`src/rtl/id_ex_stage.sv`:
```
// ID/EX pipeline register for the RV32I core: load-use hazard detection, bubble insertion, stall back-pressure.
// Optional performance counters are built when the ID_EX_PERF_EN macro is defined.
module id_ex_stage #(
  parameter int DWIDTH = 32
) (
  input  logic              clk,
  input  logic              rstn,
  input  logic              id_valid,
  input  logic [DWIDTH-1:0] id_pc,
  input  logic [4:0]        id_rs1_id,
  input  logic [4:0]        id_rs2_id,
  input  logic [4:0]        id_rdst_id,
  input  logic              id_uses_rs1,
  input  logic              id_uses_rs2,
  input  logic [DWIDTH-1:0] id_rs1,
  input  logic [DWIDTH-1:0] id_rs2,
  input  logic [DWIDTH-1:0] id_imm,
  input  logic [3:0]        id_alu_op,
  input  logic              id_we_regfile,
  input  logic              id_mem_read,
  input  logic              id_mem_write,
  input  logic              ex_flush,
  input  logic              mem_stall,
  output logic              id_stall,
  output logic              ex_valid,
  output logic [DWIDTH-1:0] ex_pc,
  output logic [4:0]        ex_rs1_id,
  output logic [4:0]        ex_rs2_id,
  output logic [4:0]        ex_rdst_id,
  output logic [DWIDTH-1:0] ex_rs1,
  output logic [DWIDTH-1:0] ex_rs2,
  output logic [DWIDTH-1:0] ex_imm,
  output logic [3:0]        ex_alu_op,
  output logic              ex_we_regfile,
  output logic              ex_mem_read,
  output logic              ex_mem_write
`ifdef ID_EX_PERF_EN
  ,
  output logic [31:0]       perf_load_use,
  output logic [31:0]       perf_flush
`endif
);

  typedef enum logic [1:0] {
    ACT_LOAD  = 2'd0,
    ACT_HOLD  = 2'd1,
    ACT_FLUSH = 2'd2,
    ACT_LU    = 2'd3
  } act_e;

  logic              ex_valid_r;
  logic [DWIDTH-1:0] ex_pc_r;
  logic [4:0]        ex_rs1_id_r;
  logic [4:0]        ex_rs2_id_r;
  logic [4:0]        ex_rdst_id_r;
  logic [DWIDTH-1:0] ex_rs1_r;
  logic [DWIDTH-1:0] ex_rs2_r;
  logic [DWIDTH-1:0] ex_imm_r;
  logic [3:0]        ex_alu_op_r;
  logic              ex_we_regfile_r;
  logic              ex_mem_read_r;
  logic              ex_mem_write_r;
  logic              lu_s;
  act_e              act_s;

  // Hazard detection and per-edge action selection (hold > flush > load-use > load)
  always_comb begin
    lu_s  = 1'b0;
    act_s = ACT_LOAD;
    lu_s  = ex_valid_r && ex_mem_read_r && (ex_rdst_id_r != 5'd0) && id_valid &&
            ((id_uses_rs1 && (id_rs1_id == ex_rdst_id_r)) ||
             (id_uses_rs2 && (id_rs2_id == ex_rdst_id_r)));
    if (mem_stall) begin
      act_s = ACT_HOLD;
    end else if (ex_flush) begin
      act_s = ACT_FLUSH;
    end else if (lu_s) begin
      act_s = ACT_LU;
    end else begin
      act_s = ACT_LOAD;
    end
  end

  // A flush kills ID upstream, so a coincident load-use hazard must not hold IF/ID
  assign id_stall = mem_stall | (lu_s & ~ex_flush);

  // EX-stage register bank; bubbles clear control and register IDs, data fields keep stale values
  always_ff @(posedge clk or negedge rstn) begin
    if (!rstn) begin
      ex_valid_r      <= 1'b0;
      ex_pc_r         <= '0;
      ex_rs1_id_r     <= 5'd0;
      ex_rs2_id_r     <= 5'd0;
      ex_rdst_id_r    <= 5'd0;
      ex_rs1_r        <= '0;
      ex_rs2_r        <= '0;
      ex_imm_r        <= '0;
      ex_alu_op_r     <= 4'd0;
      ex_we_regfile_r <= 1'b0;
      ex_mem_read_r   <= 1'b0;
      ex_mem_write_r  <= 1'b0;
    end else begin
      case (act_s)
        ACT_LOAD: begin
          ex_valid_r <= id_valid;
          ex_pc_r    <= id_pc;
          ex_rs1_r   <= id_rs1;
          ex_rs2_r   <= id_rs2;
          ex_imm_r   <= id_imm;
          if (id_valid) begin
            ex_rs1_id_r     <= id_rs1_id;
            ex_rs2_id_r     <= id_rs2_id;
            ex_rdst_id_r    <= id_rdst_id;
            ex_alu_op_r     <= id_alu_op;
            ex_we_regfile_r <= id_we_regfile;
            ex_mem_read_r   <= id_mem_read;
            ex_mem_write_r  <= id_mem_write;
          end else begin
            ex_rs1_id_r     <= 5'd0;
            ex_rs2_id_r     <= 5'd0;
            ex_rdst_id_r    <= 5'd0;
            ex_alu_op_r     <= 4'd0;
            ex_we_regfile_r <= 1'b0;
            ex_mem_read_r   <= 1'b0;
            ex_mem_write_r  <= 1'b0;
          end
        end
        ACT_FLUSH, ACT_LU: begin
          ex_valid_r      <= 1'b0;
          ex_rs1_id_r     <= 5'd0;
          ex_rs2_id_r     <= 5'd0;
          ex_rdst_id_r    <= 5'd0;
          ex_alu_op_r     <= 4'd0;
          ex_we_regfile_r <= 1'b0;
          ex_mem_read_r   <= 1'b0;
          ex_mem_write_r  <= 1'b0;
        end
        ACT_HOLD: begin
          ex_valid_r <= ex_valid_r;
        end
        default: begin
          ex_valid_r <= ex_valid_r;
        end
      endcase
    end
  end

  assign ex_valid      = ex_valid_r;
  assign ex_pc         = ex_pc_r;
  assign ex_rs1_id     = ex_rs1_id_r;
  assign ex_rs2_id     = ex_rs2_id_r;
  assign ex_rdst_id    = ex_rdst_id_r;
  assign ex_rs1        = ex_rs1_r;
  assign ex_rs2        = ex_rs2_r;
  assign ex_imm        = ex_imm_r;
  assign ex_alu_op     = ex_alu_op_r;
  assign ex_we_regfile = ex_we_regfile_r;
  assign ex_mem_read   = ex_mem_read_r;
  assign ex_mem_write  = ex_mem_write_r;

`ifdef ID_EX_PERF_EN
  logic [31:0] perf_load_use_r;
  logic [31:0] perf_flush_r;

  // Bubble counters; a held edge never counts, and both wrap naturally
  always_ff @(posedge clk or negedge rstn) begin
    if (!rstn) begin
      perf_load_use_r <= 32'd0;
      perf_flush_r    <= 32'd0;
    end else begin
      if (act_s == ACT_LU) begin
        perf_load_use_r <= perf_load_use_r + 32'd1;
      end else begin
        perf_load_use_r <= perf_load_use_r;
      end
      if (act_s == ACT_FLUSH) begin
        perf_flush_r <= perf_flush_r + 32'd1;
      end else begin
        perf_flush_r <= perf_flush_r;
      end
    end
  end

  assign perf_load_use = perf_load_use_r;
  assign perf_flush    = perf_flush_r;
`endif

endmodule

```
`config.mk`:
```
export PLATFORM = sky130hd
export DESIGN_NAME = id_ex_stage
export DESIGN_NICKNAME = d
export VERILOG_FILES = /design/src/rtl/id_ex_stage.sv
export SDC_FILE = /design/constraint.sdc
export NUM_CORES = 1
export LEC_CHECK = 0
export CORE_MARGIN = 1
export CORE_UTILIZATION = 41
export CTS_CLUSTER_DIAMETER = 40
export DETAILED_ROUTE_END_ITERATION = 6
export PLACE_DENSITY = 0.92
export SYNTH_ARGS = -nofsm -noshare
export SYNTH_HDL_FRONTEND = slang
export SYNTH_SLANG_ARGS = --single-unit
```
`constraint.sdc`:
```
create_clock -name clk -period 2.3 [get_ports clk]
set_clock_uncertainty 0.15 [all_clocks]
set_input_delay 0.575 -clock clk [delete_from_list [all_inputs] [get_ports clk]]
set_output_delay 0.575 -clock clk [all_outputs]
set_load 0.005 [all_outputs]
```
Yosys cells after proc, flatten, opt, wreduce, memory -nomap -nowiden
Index checks and enable logic that the tools add are counted.
Widths: inputs -> output; s select.

cells by class
  equal/unequal tests = 5
  reduce and logical (&&, ||, !) cells = 11
  bitwise gates (word level) = 3
  muxes and demuxes = 18

operator list
  kind                count
  $pmux 5 s2          3
  $mux 5              3
  $eq 5x5->1          2
  $pmux 1 s2          4
  $pmux 4 s2          1
  $logic_and 1x1->1   6
  $mux 2              3
  $reduce_bool 5->1   1
  $eq 2x2->1 const B  2
  $mux 4              1
  $mux 1              3
  $eq 2x1->1 const B  1
  $logic_not 2->1     1
  $reduce_bool 2->1   1
  $reduce_or 2->1     1
  $and 1x1->1         1
  $logic_or 1x1->1    1
  $not 1->1           1
  $or 1x1->1          1

storage, ports and cells
  logic and storage cells = 49
  output and inout port bits = 152
  input port bits = 157
  register bits after elaboration = 151

Depth between registers and ports, before layout
Gate-level depths: netlist of the first run.

  word-level depth = 10
  gate-level depth with buffers = 7
  depth with buffers taken out = 5

Worst setup path after synthesis of the first run
OpenSTA, ideal clock, no wires.

  kind = input port to flip-flop
  start = input port id_rs2_id[4]
  end = register ex_imm_r[0], in the netlist ex_imm[0]
  path buffers = 2
  arrival time = 1.810 ns
  cell stages on the path = 7
  library setup time = 0.125 ns
  data required time = 2.025 ns
  setup slack = 0.215 ns
  cell sequence = xnor2_1 > nand4_1 > o22ai_2 > a211o_2 > buf_12 > buf_12 > mux2_4

between the ends
  longest elaborated chain between the ends = 8

ends and longest elaborated chain
  item                    line  text
  start: declaration      11    input logic [4:0] id_rs2_id,
  $eq 5x5->1              72    (id_uses_rs2 && (id_rs2_id == ex_rdst_id_r)));
  $logic_and 1x1->1       72
  $logic_or 1x1->1        71    ((id_uses_rs1 && (id_rs1_id == ex_rdst_id_r)) ||
  $logic_and 1x1->1       70    lu_s = ex_valid_r && ex_mem_read_r && (ex_rdst_id_r != 5'd0) && id_valid &&
  $mux 2                  77    end else if (lu_s) begin
  $mux 2                  75    end else if (ex_flush) begin
  $mux 2                  73    if (mem_stall) begin
  $logic_not 2->1         103   case (act_s)
  end signal: assignment  109   ex_imm_r <= id_imm;
  end: declaration        58    logic [DWIDTH-1:0] ex_imm_r;

Every way passes these cells.
A chain may end at the register's enable or synchronous reset.

Worst setup path after layout of the first run
  start = register ex_rdst_id_r[4], in the netlist ex_rdst_id[4]
  end = output port id_stall

between the ends
  longest elaborated chain between the ends = 6
  elaborated cells between the ends (all ways) = 11
  those cells by class = eq/ne (2); bitwise (2); reduce/logical (7)

ends and longest elaborated chain
  item                                                          line        text
  start: declaration                                            55          logic [4:0] ex_rdst_id_r;
  start signal: assignment                                      113         ex_rdst_id_r <= id_rdst_id;
  $eq 5x5->1 (tied with other cells)                            71
  $logic_and 1x1->1, on equally long branches                   71, 70, 72
  $logic_or 1x1->1 / $logic_and 1x1->1 (equally long branches)  71, 70
  $logic_and 1x1->1 (*)                                         70
  $and 1x1->1 (*)                                               85          assign id_stall = mem_stall | (lu_s & ~ex_flush);
  $or 1x1->1 (*)                                                85
  end: declaration                                              24          output logic id_stall,

Mark *: on every way between the ends. The rest lies on a longest branch, timed or not.

==> results of run 1 <==
[kinds of logic after synthesis]
logic type,count (synthesis),share of synthesized area
AO/OA/AOI/OAI,28,0.0382
flip-flops,151,0.597
buffers and inverters,19,0.0433
AND/OR/NAND/NOR,10,0.00811
multiplexers,128,0.299
XOR/XNOR,10,0.0138
[power by group]
part / switching (mW) / leakage (nW) / internal (mW)
clock network: 1.13 / 0.295 / 1.75
registers: 0.235 / 1.81 / 3.02
logic: 0.555 / 2.94 / 1.43
total: 1.92 / 5.04 / 6.20
[through the flow]
step | hold WS (ns) | setup WS (ns) | utilization | total power, mW
2_1_floorplan | 0.129 | 0.215 | - | 3.94
3_3_place_gp | 0.340 | -0.707 | 0.649 | 5.10
3_5_place_dp | 0.341 | -0.767 | 0.649 | 5.17
4_1_cts | 0.357 | -0.144 | 0.706 | 8.14
5_1_grt | 0.360 | -0.161 | 0.716 | 8.41
6_report | 0.353 | -0.123 | 0.716 | 8.11
[worst register-to-register path: stages (launching register included)]
cell	delay [ns]
dfrtp_2	0.45
buf_6	0.14
nor3_4	0.19
a21oi_2	0.09
buf_4	0.14
a211o_4	0.41
clkbuf_16	0.20
buf_12	0.14
mux2_4	0.31
[flip-flops by register name, summed over array words and instances (netlist names)]
signal         cells
ex_we_regfile      1
ex_rdst_id         5
ex_rs2_id          5
ex_rs2            32
ex_pc             32
ex_rs1            32
ex_rs1_id          5
ex_alu_op          4
ex_valid           1
ex_mem_write       1
ex_imm            32
ex_mem_read        1
[per-layer routing]
metal  part of all wire  GRT usage  up-vias
li1                   -          -     1973
met1               0.39      0.250     2200
met2               0.53      0.415      224
met3              0.063     0.0603       38
met4              0.026      0.105        0
met5                  0          0        -
[layout make-up]
class	instances	share of cell area
multi-input cells	176	0.216
flip-flops and latches	151	0.349
repair buffers	364	0.357
well taps	188	0.0217
clock inverters	13	0.0155
clock buffers	19	0.0408
[timing repair]
action,in CTS,in global routing
buffers inserted,6,1
pin swaps,10,5
gates resized for setup,42,18
setup endpoints to repair,126,128
hold endpoints to repair,35,0
hold buffers,1,0
cloned,3,6
[cells in the mapped netlist]
| master | count | area, um2 |
|---|---|---|
| clkbuf_1 | 4 | 15.0 |
| mux2_2 | 8 | 90.1 |
| mux2_4 | 120 | 1800 |
| buf_12 | 11 | 220 |
| nand4_1 | 1 | 6.26 |
| o22ai_2 | 1 | 12.5 |
| a211o_2 | 1 | 10.0 |
| nand3_1 | 1 | 5.00 |
| buf_6 | 3 | 33.8 |
| a21o_1 | 1 | 7.51 |
| dfrtp_1 | 151 | 3780 |
| nor2_1 | 2 | 7.51 |
| a22o_2 | 1 | 10.0 |
| a22o_1 | 21 | 184 |
| xnor2_1 | 10 | 87.6 |
| nor3_1 | 1 | 5.00 |
| buf_2 | 1 | 5.00 |
| o21bai_1 | 1 | 7.51 |
| a21oi_1 | 2 | 10.0 |
| nand4_2 | 1 | 12.5 |
| nand2_1 | 4 | 15.0 |
[final timing paths]
path / endpoint / cells after the start / slack (ns)
worst min register to register: ex_pc[3] / 1 / 0.35
max in group asynchronous: ex_pc[9] / 3 / 0.91
min in group asynchronous: ex_rs2[23] / 2 / 0.49
worst min-delay path: ex_pc[3] / 1 / 0.35
worst max register to register: ex_pc[29] / 8 / -0.03
worst max-delay path: id_stall / 6 / -0.12
==> results.json, run 1 <==
{
  "grt_pass1_wl_um": 27300,
  "tightest_slew_ns": 0.386,
  "synth_nets": 503,
  "routedWlPerCell_um": 20.3,
  "clock_sinks": 151,
  "crit_path_start": "ex_rdst_id[4]",
  "path_buf_inv": 1,
  "via_per_inst": 4.87,
  "multi_input_area_um2": 2340,
  "hpwlAfterDp_um": 12600,
  "max-slew-margin-rel": 0.743,
  "peakVddDrop_uv": 486,
  "setup_viol": 74,
  "worstPathMaxFanout": 3,
  "startpoint_type": "flop",
  "fin_setup_tns_ns": -1.18,
  "drv_cap": 0,
  "port_buffers": 308,
  "cp.arrival_ns": 1.70,
  "syn_area_per_cell_um2": 18.3,
  "violations": "setup timing",
  "p_leak_nw": 5.04,
  "insertion_delay_ns": 0.42,
  "worstSetupEndpointType": "output pin",
  "wl_um": 18500,
  "setup_slack_ns": -0.123,
  "grt_usage": 0.229,
  "drtIter0Drc": 152,
  "ff_latch_area_um2": 3780,
  "syn_inst": 346,
  "finalNonFillerCells": 911,
  "syn_area_um2": 6320,
  "worstPathCellList": "xnor2_2 > nand4_1 > o22ai_2 > nand2_1 > o21bai_1 > buf_2",
  "cts_inserted_buffers": 17,
  "grt_pass1_vias": 4962,
  "ys_seq_area_frac": 0.597,
  "synth_cell_types": 21,
  "cp_data_required_time_ns": 1.57,
  "syn_to_final_growth_pct": 71.5,
  "core_um2": 15100,
  "fin_crit_ns": 2.42,
  "drc": 0,
  "drive_gt1_frac": 0.321,
  "crit_family": "flip-flops",
  "firstDrtPassIters": 6,
  "hold_violations": 0,
  "slew_violations": 0,
  "hold_path.class": "reg2reg",
  "status": "finished, violations left",
  "slowest_stage": "dfrtp_2",
  "cts_tree": "yes",
  "fillers": 872,
  "hold_start": "ex_pc[3]",
  "grt-ovfl-total": 0,
  "start_util": 0.418,
  "grt_max_degree": 49,
  "dp.cells": 865,
  "post-route-period-util": 1.05,
  "ys_ff_latch": 151,
  "final_cell_mix": "295 x clkdlybuf4s50_1, 147 x dfrtp_1, 121 x mux2_4, 22 x clkbuf_16, 21 x a22o_1",
  "critical_path_class": "reg2out",
  "timing.rr.start": "ex_rdst_id[3]",
  "diodes": 0,
  "vias": 4435,
  "gp_congestion": 0.859,
  "final_common_cell": "clkdlybuf4s50_1",
  "place_area_um2": 9830,
  "cts_root_buf": "clkbuf_16",
  "htree_levels": 4,
  "die_area_um2": 15900,
  "max_freq_ghz": 0.413,
  "critical_path.max_stage_delay_ns": 0.47,
  "clk_path_buf_depth": 2,
  "rows": 45,
  "postLayoutCellArea_um2": 10800,
  "ios": 309,
  "final_net_count": 867,
  "ant_nets": 0,
  "die_y_um": 126,
  "path_clk_slew_ns": 0.06,
  "die_w_um": 126,
  "rsz0062_at_grt": "true",
  "power_density_nw_per_um2": 748,
  "yosysWarningCount": 0,
  "antenna_found_initial": 0
}
No activity file was read; power rests on OpenSTA's default activity.
==> run 2: changes to the inputs <==
ABC_CLOCK_PERIOD_IN_PS = 2780   (was default)
CELL_PAD_IN_SITES_DETAIL_PLACEMENT = 0   (was default)
CELL_PAD_IN_SITES_GLOBAL_PLACEMENT = 1   (was default)
CORE_UTILIZATION = 32   (was 41)
PLACE_DENSITY = 0.91   (was 0.92)
clock period = 2.78 ns   (was 2.3 ns; I/O delays follow)
==> run 2 against run 1 <==
- the run now ends clean
- die area up 28%
- core utilization down 18 points
- routed wire length down 8.5%
- cell area down 4.3%
- setup slack better by 0.26 ns
- combinational power down 23%
- cell count up 5.4%
- register-to-register slack better by 0.28 ns
==> results.json, run 2 (synthesis gave the netlist of run 1 again) <==
{
  "cts_inserted_buffers": 17,
  "htree_levels": 4,
  "crit_path_start": "id_valid",
  "cp.arrival_ns": 1.80,
  "port_buffers": 308,
  "crit_family": "buffers and inverters",
  "routedWlPerCell_um": 17.7,
  "post-route-util": 0.535,
  "drive_gt1_frac": 0.282,
  "grt_usage": 0.163,
  "start_util": 0.326,
  "tightest_slew_ns": 1.02,
  "hold_buffers": 0,
  "cts_root_buf": "clkbuf_16",
  "grt_pass1_vias": 4498,
  "worstSetupEndpointType": "output pin",
  "post-route-period-util": 0.950,
  "path_buf_inv": 2,
  "power_density_nw_per_um2": 624,
  "hold_violations": 0,
  "timing.rr.start": "ex_rdst_id[3]",
  "fin_crit_ns": 2.64,
  "hold_path.class": "in2async",
  "worstPathCellList": "clkdlybuf4s50_1 > nand3_1 > a21oi_1 > nand2_1 > o21bai_1 > buf_2",
  "slew_violations": 0,
  "drv_cap": 0,
  "clk_path_buf_depth": 2,
  "max_freq_ghz": 0.379,
  "total_power_mw": 6.48,
  "timing.rr.end": "ex_rdst_id[4]",
  "ant_nets": 0,
  "die_w_um": 143,
  "antenna_found_initial": 0,
  "critical_path_class": "in2out",
  "insertion_delay_ns": 0.41,
  "setup_viol": 0,
  "grt-ovfl-total": 0,
  "rsz0062_at_grt": "false",
  "final_cell_mix": "296 x clkdlybuf4s50_1, 151 x dfrtp_1, 120 x mux2_4, 21 x a22o_1, 19 x buf_4",
  "syn_to_final_growth_pct": 64.1,
  "fillers": 1608,
  "die_area_um2": 20300,
  "hpwlAfterDp_um": 12700,
  "drc": 0,
  "diodes": 0,
  "met2_usage": 0.290,
  "final_net_count": 839,
  "ios": 309,
  "drtIter0Drc": 206,
  "rows": 51,
  "cp_data_required_time_ns": 1.93,
  "max-slew-margin-rel": 0.322,
  "grt_use_met1": 0.188,
  "worstPathMaxFanout": 2,
  "p_leak_nw": 4.74,
  "critical_path.max_stage_delay_ns": 0.49,
  "gp_congestion": 0.797,
  "rrSetupSlack_ns": 0.25,
  "clock_sinks": 151,
  "reg2reg_depth": 8,
  "cts_tree": "yes",
  "firstDrtPassIters": 4,
  "wl_um": 17000,
  "grt_pass1_wl_um": 25000,
  "peakVddDrop_uv": 353,
  "vias": 4183,
  "path_clk_slew_ns": 0.07,
  "top_usage_layer": "met2",
  "fin_setup_tns_ns": 0,
  "met3_usage": 0.0444,
  "core_um2": 19400,
  "final_common_cell": "clkdlybuf4s50_1",
  "startpoint_type": "input pin",
  "via_per_inst": 4.36,
  "grt_max_degree": 59,
  "die_y_um": 143,
  "status": "finished clean",
  "slowest_stage": "clkdlybuf4s50_1"
}
run 2: layer usage:
metal	vias to the layer above	wire length [um]	part of all wire
met5	-	0	0
met4	0	240	0.014
met3	15	1260	0.074
met2	173	8850	0.52
met1	2095	6620	0.39
li1	1900	-	-
run 2: worst max-delay path by stage:
stage,end,depth (start not counted)
2_1_floorplan,ex_imm[0],7
5_1_grt,id_stall,6
6_report,id_stall,6
3_3_place_gp,id_stall,7
4_1_cts,id_stall,7
3_5_place_dp,id_stall,7
run 2: final cells by class:
type	count	area, um2	area share
Clock buffer	18	439	0.0423
Timing Repair Buffer	336	3400	0.328
Clock inverter	14	140	0.0135
Multi-Input combinational cell	176	2290	0.221
Tap cell	265	332	0.0319
Sequential cell	151	3780	0.364
run 2: repair_timing:
action,CTS,global route
pin swaps,6,4
gates resized for setup,11,4
endpoints found under the setup margin,1,1
setup buffers,1,1
run 2: metrics by stage:
| stage | worst slack [ns] | cell area [um2] | std cells | hold WS (ns) |
|---|---|---|---|---|
| 5_1_grt | 0.00980 | 10400 | 960 | 0.0930 |
| 6_report | 0.139 | 10400 | 960 | 0.0763 |
| 3_5_place_dp | -0.472 | 9790 | 926 | 0.340 |
| 3_3_place_gp | -0.457 | 9790 | 926 | 0.340 |
| 4_1_cts | 0.0118 | 10400 | 959 | 0.0790 |
| 2_1_floorplan | 0.575 | 6320 | 346 | 0.249 |
run 2: report_power, final:
group / total [mW] / internal (mW) / leakage [nW] / switching (mW)
logic: 1.53 / 1.11 / 2.65 / 0.415
clock network: 2.27 / 1.28 / 0.274 / 0.990
registers: 2.67 / 2.49 / 1.81 / 0.181
total: 6.48 / 4.89 / 4.74 / 1.59
==> run 3: changes to the inputs <==
==> constraint.sdc (replaced) <==
create_clock -name clk -period 2.78 [get_ports clk]
set_clock_uncertainty 0.15 [all_clocks]
set_input_delay 0.278 -clock clk [delete_from_list [all_inputs] [get_ports clk]]
set_output_delay 0.278 -clock clk [all_outputs]
set_load 0.005 [all_outputs]
==> run 3 against run 2 <==
- sequential share of layout area up 0.39 points
- global-route usage is 0.53 points higher
- worst hold slack better by 0.18 ns
- clock power down 4%
- setup slack improved by 0.042 ns
- routed wire length is 0.56% higher
- die area stayed put
- core utilization fell by 0.57 points
- sequential power hardly changed
- cell area down 1.1%
- via count rose by 0.43%
- critical path type is now reg2out
- critical endpoint unchanged
- highest routed layer unchanged
==> results.json, run 3 (synthesis gave the netlist of run 1 again) <==
{
  "grt-ovfl-total": 0,
  "grt_max_degree": 63,
  "insertion_delay_ns": 0.41,
  "hold_path.class": "in2async",
  "rows": 51,
  "tightest_slew_ns": 1.07,
  "start_util": 0.326,
  "sw_frac_of_total": 0.249,
  "seq_power_share": 0.420,
  "power_frac_clock": 0.342,
  "power_density_nw_per_um2": 622,
  "drtIter0Drc": 97,
  "final_net_count": 828,
  "slew_violations": 0,
  "critical_path_class": "reg2out",
  "setup_viol": 0,
  "port_buffers": 308,
  "rsz0062_at_grt": "false",
  "syn_to_final_growth_pct": 62.4,
  "post-route-period-util": 0.935,
  "holdWs_ns": 0.254,
  "drv_cap": 0,
  "intPower_mw": 4.79,
  "grt_pass1_wl_um": 26100,
  "antenna_found_initial": 0,
  "cts_tree": "yes",
  "finalNonFillerCells": 949,
  "hpwlAfterDp_um": 12800,
  "worstPathMaxFanout": 5,
  "routedWlPerCell_um": 18.0,
  "cp.arrival_ns": 2.17,
  "fin_setup_tns_ns": 0,
  "ff_latch_area_um2": 3780,
  "worstSetupEndpointType": "output pin",
  "peakVddDrop_uv": 336,
  "clock_sinks": 151,
  "firstDrtPassIters": 4,
  "clk_path_buf_depth": 2,
  "startpoint_type": "flop",
  "status": "finished clean",
  "ant_nets": 0,
  "die_y_um": 143,
  "via_per_inst": 4.43,
  "max-slew-margin-rel": 0.289,
  "p_leak_nw": 4.63,
  "fillers": 1624,
  "diodes": 0,
  "place_area_um2": 9700,
  "ios": 309,
  "vias": 4201,
  "cts_inserted_buffers": 17,
  "hold_violations": 0,
  "netSwitchingPower_mw": 1.59,
  "die_area_um2": 20300,
  "multi_input_area_um2": 2290,
  "p_comb_frac": 0.239,
  "cts_root_buf": "clkbuf_16",
  "drive_gt1_frac": 0.266,
  "path_clk_slew_ns": 0.07,
  "core_um2": 19400,
  "cp_data_required_time_ns": 2.35,
  "gp_congestion": 0.763,
  "final_cell_mix": "307 x clkdlybuf4s50_1, 151 x dfrtp_1, 120 x mux2_4, 21 x a22o_1, 17 x clkbuf_16",
  "drc": 0,
  "grt_usage": 0.169,
  "postLayoutCellArea_um2": 10300,
  "htree_levels": 4,
  "wl_um": 17100,
  "grt_pass1_vias": 4656,
  "fin_crit_ns": 2.60,
  "dp.cells": 916,
  "die_w_um": 143,
  "max_freq_ghz": 0.385,
  "final_common_cell": "clkdlybuf4s50_1"
}
## run 3: changes by cell type in the layout (fill, tap and decap cells not counted), sizes merged
cell           change
dlymetal6s2s       -3
inv                -1
dlygate4sd3        +1
bufinv             -1
clkdlybuf4s50     +11
clkinvlp           +1
dlygate4sd2        -7
buf               -13
clkbuf             +1
## run 3: final timing paths
path / from / endpoint / slack (ns) / cells past startpoint
worst max-delay path: ex_rdst_id[3] / id_stall / 0.18 / 6
worst min-delay path: rstn / ex_pc[30] / 0.25 / 2
worst max register to register: ex_rdst_id[3] / ex_pc[25] / 0.54 / 7
worst min register to register: ex_pc[30] / ex_pc[30] / 0.36 / 1
max in group asynchronous: rstn / ex_imm[29] / 1.41 / 3
min in group clk: id_mem_write / ex_mem_write / 0.31 / 2
## run 3: worst max-delay path: stages (launching register included)
cell and delay (ns):
dfrtp_1 0.47, xnor2_2 0.21, nand4_1 0.12, o22ai_2 0.23, nand2_1 0.08, o21bai_1 0.13
clkdlybuf4s50_1 0.52
## run 3: layout make-up
class                      instances  share of cell area
tap                              265              0.0323
multi-input combinational        176               0.223
clock buffer                      19              0.0431
sequential                       151               0.368
timing repair buffer             325               0.323
clock inverter                    13              0.0110
## run 3: power by group through the flow
stage / Combinational [mW] / Sequential [mW] / Clock, mW
after floorplan: 0.546 / 2.71 / 0
after global placement: 1.50 / 2.70 / 0
after detailed placement: 1.54 / 2.71 / 0
after CTS: 1.55 / 2.68 / 2.24
after global routing: 1.62 / 2.71 / 2.34
final: 1.53 / 2.68 / 2.18
## run 3: repair_timing
item,CTS,global route
resized for setup,0,1
hold endpoints to repair,60,0
buffers inserted,0,0
setup endpoints to repair,0,1
hold buffers,1,0
## run 3: layer usage
metal,global-route usage,up-vias,part of all wire
met3,0.0579,26,0.084
met4,0.0764,0,0.021
met5,0,-,0
met1,0.185,2108,0.37
met2,0.293,178,0.52
li1,-,1889,-
## run 3: per-stage QoR
step                power [mW]  setup slack, ns   util
floorplan                 3.26            0.815      -
global placement          4.20            0.239  0.500
detailed placement        4.25            0.186  0.500
CTS                       6.46           0.0472  0.529
global route              6.67           0.0208  0.529
finish                    6.38            0.181  0.529
